### config.mk
export PLATFORM = sky130hd
export DESIGN_NAME = fetch_stage
export DESIGN_NICKNAME = d
export VERILOG_FILES = /design/src/rtl/riscv_pkg.sv /design/src/rtl/if_id_reg.sv /design/src/rtl/fetch_stage.sv
export SDC_FILE = /design/constraint.sdc
export NUM_CORES = 1
export LEC_CHECK = 0
export CAP_MARGIN = 20
export CORE_UTILIZATION = 40
export CTS_CLUSTER_DIAMETER = 40
export CTS_CLUSTER_SIZE = 25
export DETAILED_ROUTE_END_ITERATION = 10
export PLACE_DENSITY = 0.71
export SKIP_LAST_GASP = 1
export SYNTH_ARGS = -nofsm -noshare
export SYNTH_HDL_FRONTEND = slang
export SYNTH_SLANG_ARGS = --single-unit
### constraint.sdc
create_clock -name clk -period 6.8 [get_ports clk]
set_clock_uncertainty 0.1 [all_clocks]
set_input_delay 1.7 -clock clk [delete_from_list [all_inputs] [get_ports clk]]
set_output_delay 1.7 -clock clk [all_outputs]
set_load 0.05 [all_outputs]
### src/rtl/riscv_pkg.sv
// Shared RV32I core constants and the IF/ID pipeline register payload.
// The same constants are used by the decode-stage bubble logic.
package riscv_pkg;

   localparam int XLEN = 32;

   // addi x0,x0,0: the canonical bubble instruction
   localparam logic [XLEN-1:0] NOP_INST_DEF = 32'h0000_0013;
   localparam logic [XLEN-1:0] RESET_PC_DEF = 32'h0000_0000;

   typedef struct packed {
      logic [XLEN-1:0] inst;
      logic [XLEN-1:0] pc;
      logic [XLEN-1:0] pc_plus4;
      logic            valid;
   } if_id_t;

endpackage

### src/rtl/if_id_reg.sv
// IF/ID pipeline register: hold when disabled, synchronous clear to a bubble
// (clear wins over hold), asynchronous reset to the same bubble.
module if_id_reg
   import riscv_pkg::*;
#(
   parameter logic [XLEN-1:0] NOP_INST = NOP_INST_DEF
) (
   input  logic   clk,
   input  logic   rst,
   input  logic   en,
   input  logic   clr,
   input  if_id_t d,
   output if_id_t q
);

   localparam if_id_t BUBBLE = '{inst: NOP_INST, pc: '0, pc_plus4: '0, valid: 1'b0};

   always_ff @(posedge clk or posedge rst) begin
      if (rst) begin
         q <= BUBBLE;
      end else if (clr) begin
         q <= BUBBLE;
      end else if (en) begin
         q <= d;
      end
   end

endmodule

### src/rtl/fetch_stage.sv
// Instruction-fetch stage: PC register with redirect/stall priority, sticky
// misaligned-redirect flag, and the IF/ID register fed from instruction memory.
module fetch_stage
   import riscv_pkg::*;
#(
   parameter logic [XLEN-1:0] RESET_PC = RESET_PC_DEF,
   parameter logic [XLEN-1:0] NOP_INST = NOP_INST_DEF
) (
   input  logic            clk,
   input  logic            rst,
   input  logic            stall_f,
   input  logic            stall_d,
   input  logic            flush_d,
   input  logic            pc_src_e,
   input  logic [XLEN-1:0] pc_target_e,
   input  logic [XLEN-1:0] inst_f,
   output logic [XLEN-1:0] pc_f,
   output logic [XLEN-1:0] inst_d,
   output logic [XLEN-1:0] pc_d,
   output logic [XLEN-1:0] pc_plus4_d,
   output logic            valid_d,
   output logic            misalign_err
);

   logic [XLEN-1:0] pc;
   logic [XLEN-1:0] pc_plus4;
   logic [XLEN-1:0] pc_next;
   logic            misalign;
   if_id_t          if_id_next;
   if_id_t          if_id_q;

   assign pc_plus4 = pc + 32'd4;

   // A redirect beats a stall so a taken branch is never dropped.
   always_comb begin
      pc_next = pc_plus4;
      if (pc_src_e) begin
         pc_next = {pc_target_e[XLEN-1:2], 2'b00};
      end else if (stall_f) begin
         pc_next = pc;
      end
   end

   always_ff @(posedge clk or posedge rst) begin
      if (rst) begin
         pc       <= RESET_PC;
         misalign <= 1'b0;
      end else begin
         pc <= pc_next;
         if (pc_src_e && (pc_target_e[1:0] != 2'b00)) begin
            misalign <= 1'b1;
         end
      end
   end

   assign if_id_next = '{inst: inst_f, pc: pc, pc_plus4: pc_plus4, valid: 1'b1};

   if_id_reg #(
      .NOP_INST (NOP_INST)
   ) u_if_id (
      .clk (clk),
      .rst (rst),
      .en  (~stall_d),
      .clr (flush_d),
      .d   (if_id_next),
      .q   (if_id_q)
   );

   assign pc_f         = pc;
   assign inst_d       = if_id_q.inst;
   assign pc_d         = if_id_q.pc;
   assign pc_plus4_d   = if_id_q.pc_plus4;
   assign valid_d      = if_id_q.valid;
   assign misalign_err = misalign;

endmodule
==> flow_metrics.tcl <==
set metrics [dict create \
    critPathSlowestCell "clkdlybuf4s50_1" \
    p_leak_uw 0.003675 \
    grt_usage 0.2357 \
    synth-edff-count 0 \
    ys_seq_area_frac 0.5093 \
    fin_crit_sh 0.5499 \
    clkLatencyLatePin_ns 0.42 \
    cts_resized 0 \
    io-pin-count 200 \
    status "finished clean" \
    wirelength_um 18230 \
    fin_nets 854 \
    relSlewSlack 0.2968 \
    antenna_found_initial 0 \
    grt_max_degree 87 \
    finalCriticalPeriod_ns 3.740 \
    placed_cell_area_um2 8112 \
    hold_path.class "flip-flop to flip-flop" \
    tightest_slew_ns 1.045 \
    fp.dieH_um 126.0 \
    cts_buffers 17 \
    rsz0062_at_grt "false" \
    areaGrowthSynthToFinish_pct 42.20 \
    htreeDepth 4 \
    drc 0 \
    worstRegToRegCells 5 \
    dp_hpwl_um 12370 \
    synth_async_sr_flop_share 1.000 \
    min_delay_path_depth 1 \
    clock_path_buffers 2 \
    clk_pin_slew_ns 0.06 \
    crit_fanout 11 \
    first_global_vias 5238 \
    start_util 0.4168 \
    synth-main-ff-cell "dfrtp_1" \
    wl_per_cell_um 18.61 \
    design_area_um2 8745 \
    hold_viol_final 0 \
    cts_tree "done" \
    worstPathBufferInverterCount 1 \
    final_layout_size_suffix_gt1_frac 0.06658 \
    drt-initial-drc-count 498 \
    grt_pass1_wl_um 28870 \
    die_w_um 126.0 \
    crit_chain "clkdlybuf4s50_1" \
    cp.required_ns 5.00 \
    drt_pass1_iterations 6 \
    n_antenna_cell 0 \
    layout_common_cells "195 x clkdlybuf4s50_1, 122 x dfrtp_1, 95 x nor2_1" \
    path_class "flip-flop to output pin" \
    synth-seq-cells 125 \
    synth_cells 621 \
    port_buffers 197 \
    core_area_um2 14750 \
    drv_cap 0 \
    cp-end-kind "output pin" \
    hold-path-endpoint "misalign_err" \
    vias 5414 \
    synth_warnings 0 \
    postCtsSetupRepairBufs 0 \
    routabilityCongestion 0.8743 \
    ant_nets 0 \
    yosysUniqueCellTypes 54 \
    fillerInstances 1258 \
    drv_slew 0 \
    timing.rr.start "pc_f[2]" \
    arrival_ns 1.94 \
    vias_per_cell 5.524 \
    slowest_delay_ns 0.90 \
    syn_area_per_cell_um2 9.903 \
    setup_violations 0 \
    synth_area_um2 6150 \
    startpoint_type "flip-flop" \
    grt-ovfl-total 0 \
    root_buffer "clkbuf_16" \
    r2r_slack_ns 3.72 \
    dieArea_um2 15870 \
    layout_commonest_cell "clkdlybuf4s50_1" \
    cts.sinks 125 \
    final.setup.tns_ns 0 \
    power.density_nw_per_um2 269.5 \
    hold_start "misalign_err" \
    fmax_mhz 267.4 \
    hold_buffers 0 \
    crit_family "buffers and inverters" \
    rows 44 \
    regToRegEndpoint "u_if_id.q[31]" \
    vdd_drop_max_mv 0.1666 \
]
==> synthesized netlist by cell type (5+ instances only) <==
| master | n | area, um^2 |
|---|---|---|
| a311oi_1 | 6 | 52.55 |
| a21oi_1 | 14 | 70.07 |
| nand2_1 | 49 | 183.9 |
| inv_1 | 13 | 48.80 |
| and4_1 | 7 | 61.31 |
| buf_4 | 8 | 60.06 |
| dfrtp_1 | 122 | 3053 |
| or3_1 | 6 | 37.54 |
| or4_1 | 6 | 45.04 |
| clkbuf_1 | 29 | 108.9 |
| xnor2_1 | 23 | 201.4 |
| nor3_1 | 9 | 45.04 |
| a211oi_1 | 10 | 75.07 |
| mux2i_1 | 62 | 620.6 |
| nand3_1 | 10 | 50.05 |
| o31ai_1 | 5 | 37.54 |
| nand4_1 | 15 | 93.84 |
| a31oi_1 | 9 | 56.30 |
| o21ai_0 | 26 | 130.1 |
| buf_2 | 19 | 95.09 |
| nor2_1 | 95 | 356.6 |
| nor4_1 | 15 | 93.84 |
==> per-stage QoR <==
stage / power (uW) / worst slack [ns] / util / hold WS (ns) / instances
final: 2357 / 3.060 / 0.5927 / 0.3810 / 980
after global routing: 2444 / 2.966 / 0.5927 / 0.4061 / 980
after CTS: 2372 / 3.062 / 0.5927 / 0.3839 / 980
after detailed placement: 1410 / 2.716 / 0.5498 / 0.3608 / 948
after global placement: 1401 / 2.872 / 0.5498 / 0.3570 / 948
after floorplan: 1209 / 1.677 / - / 0.5516 / 622
==> routing by layer <==
metal / vias up / track usage / wire (um)
met5: - / 0 / 0
met4: 0 / 0.09072 / 369
met2: 198 / 0.3763 / 8815
met1: 2654 / 0.3144 / 8091
met3: 33 / 0.05013 / 957
li1: 2529 / - / -
==> power breakdown <==
group | switching (uW) | internal [uW] | leakage, uW
clock network | 314 | 644 | 0.000314
logic | 337 | 189 | 0.00176
registers | 72.9 | 799 | 0.00160
total | 725 | 1630 | 0.00367
==> cell families (layout without fill, tap and decap cells) <==
logic type | after synthesis | count (layout) | synth area share
and+or+nand+nor | 237 | 237 | 0.1921
DFF | 125 | 125 | 0.5093
AOI/OAI and AO/OA | 95 | 95 | 0.1050
buffers and inverters | 75 | 249 | 0.05453
muxes | 62 | 62 | 0.1009
xor gates and xnor gates | 25 | 25 | 0.03561
adders and majority gates | 1 | 1 | 0.002034
other | 1 | 2 | 0.0006098
==> registers in the layout, summed over array words and instances (netlist names) <==
register      flops
misalign_err      1
pc_f             30
u_if_id.q        94
==> how the worst max path moves through the flow <==
stage | start | cells after the start | endpoint
3_5_place_dp | stall_d | 4 | u_if_id.q[31]
4_1_cts | pc_f[14] | 1 | pc_f[14]
5_1_grt | stall_d | 4 | u_if_id.q[31]
6_report | pc_f[15] | 1 | pc_f[15]
2_1_floorplan | rst | 1 | misalign_err
3_3_place_gp | stall_f | 6 | pc_f[30]
==> final cells by class <==
type,count,area (um^2),area share
Multi-Input combinational cell,422,2686,0.3072
Timing Repair Buffer,202,2002,0.2289
Clock inverter,5,100.1,0.01145
Tap cell,184,230.2,0.02633
Sequential cell,125,3132,0.3581
Clock buffer,27,533.0,0.06095
Inverter,15,61.31,0.007011
No activity file was read; power rests on OpenSTA's default activity.
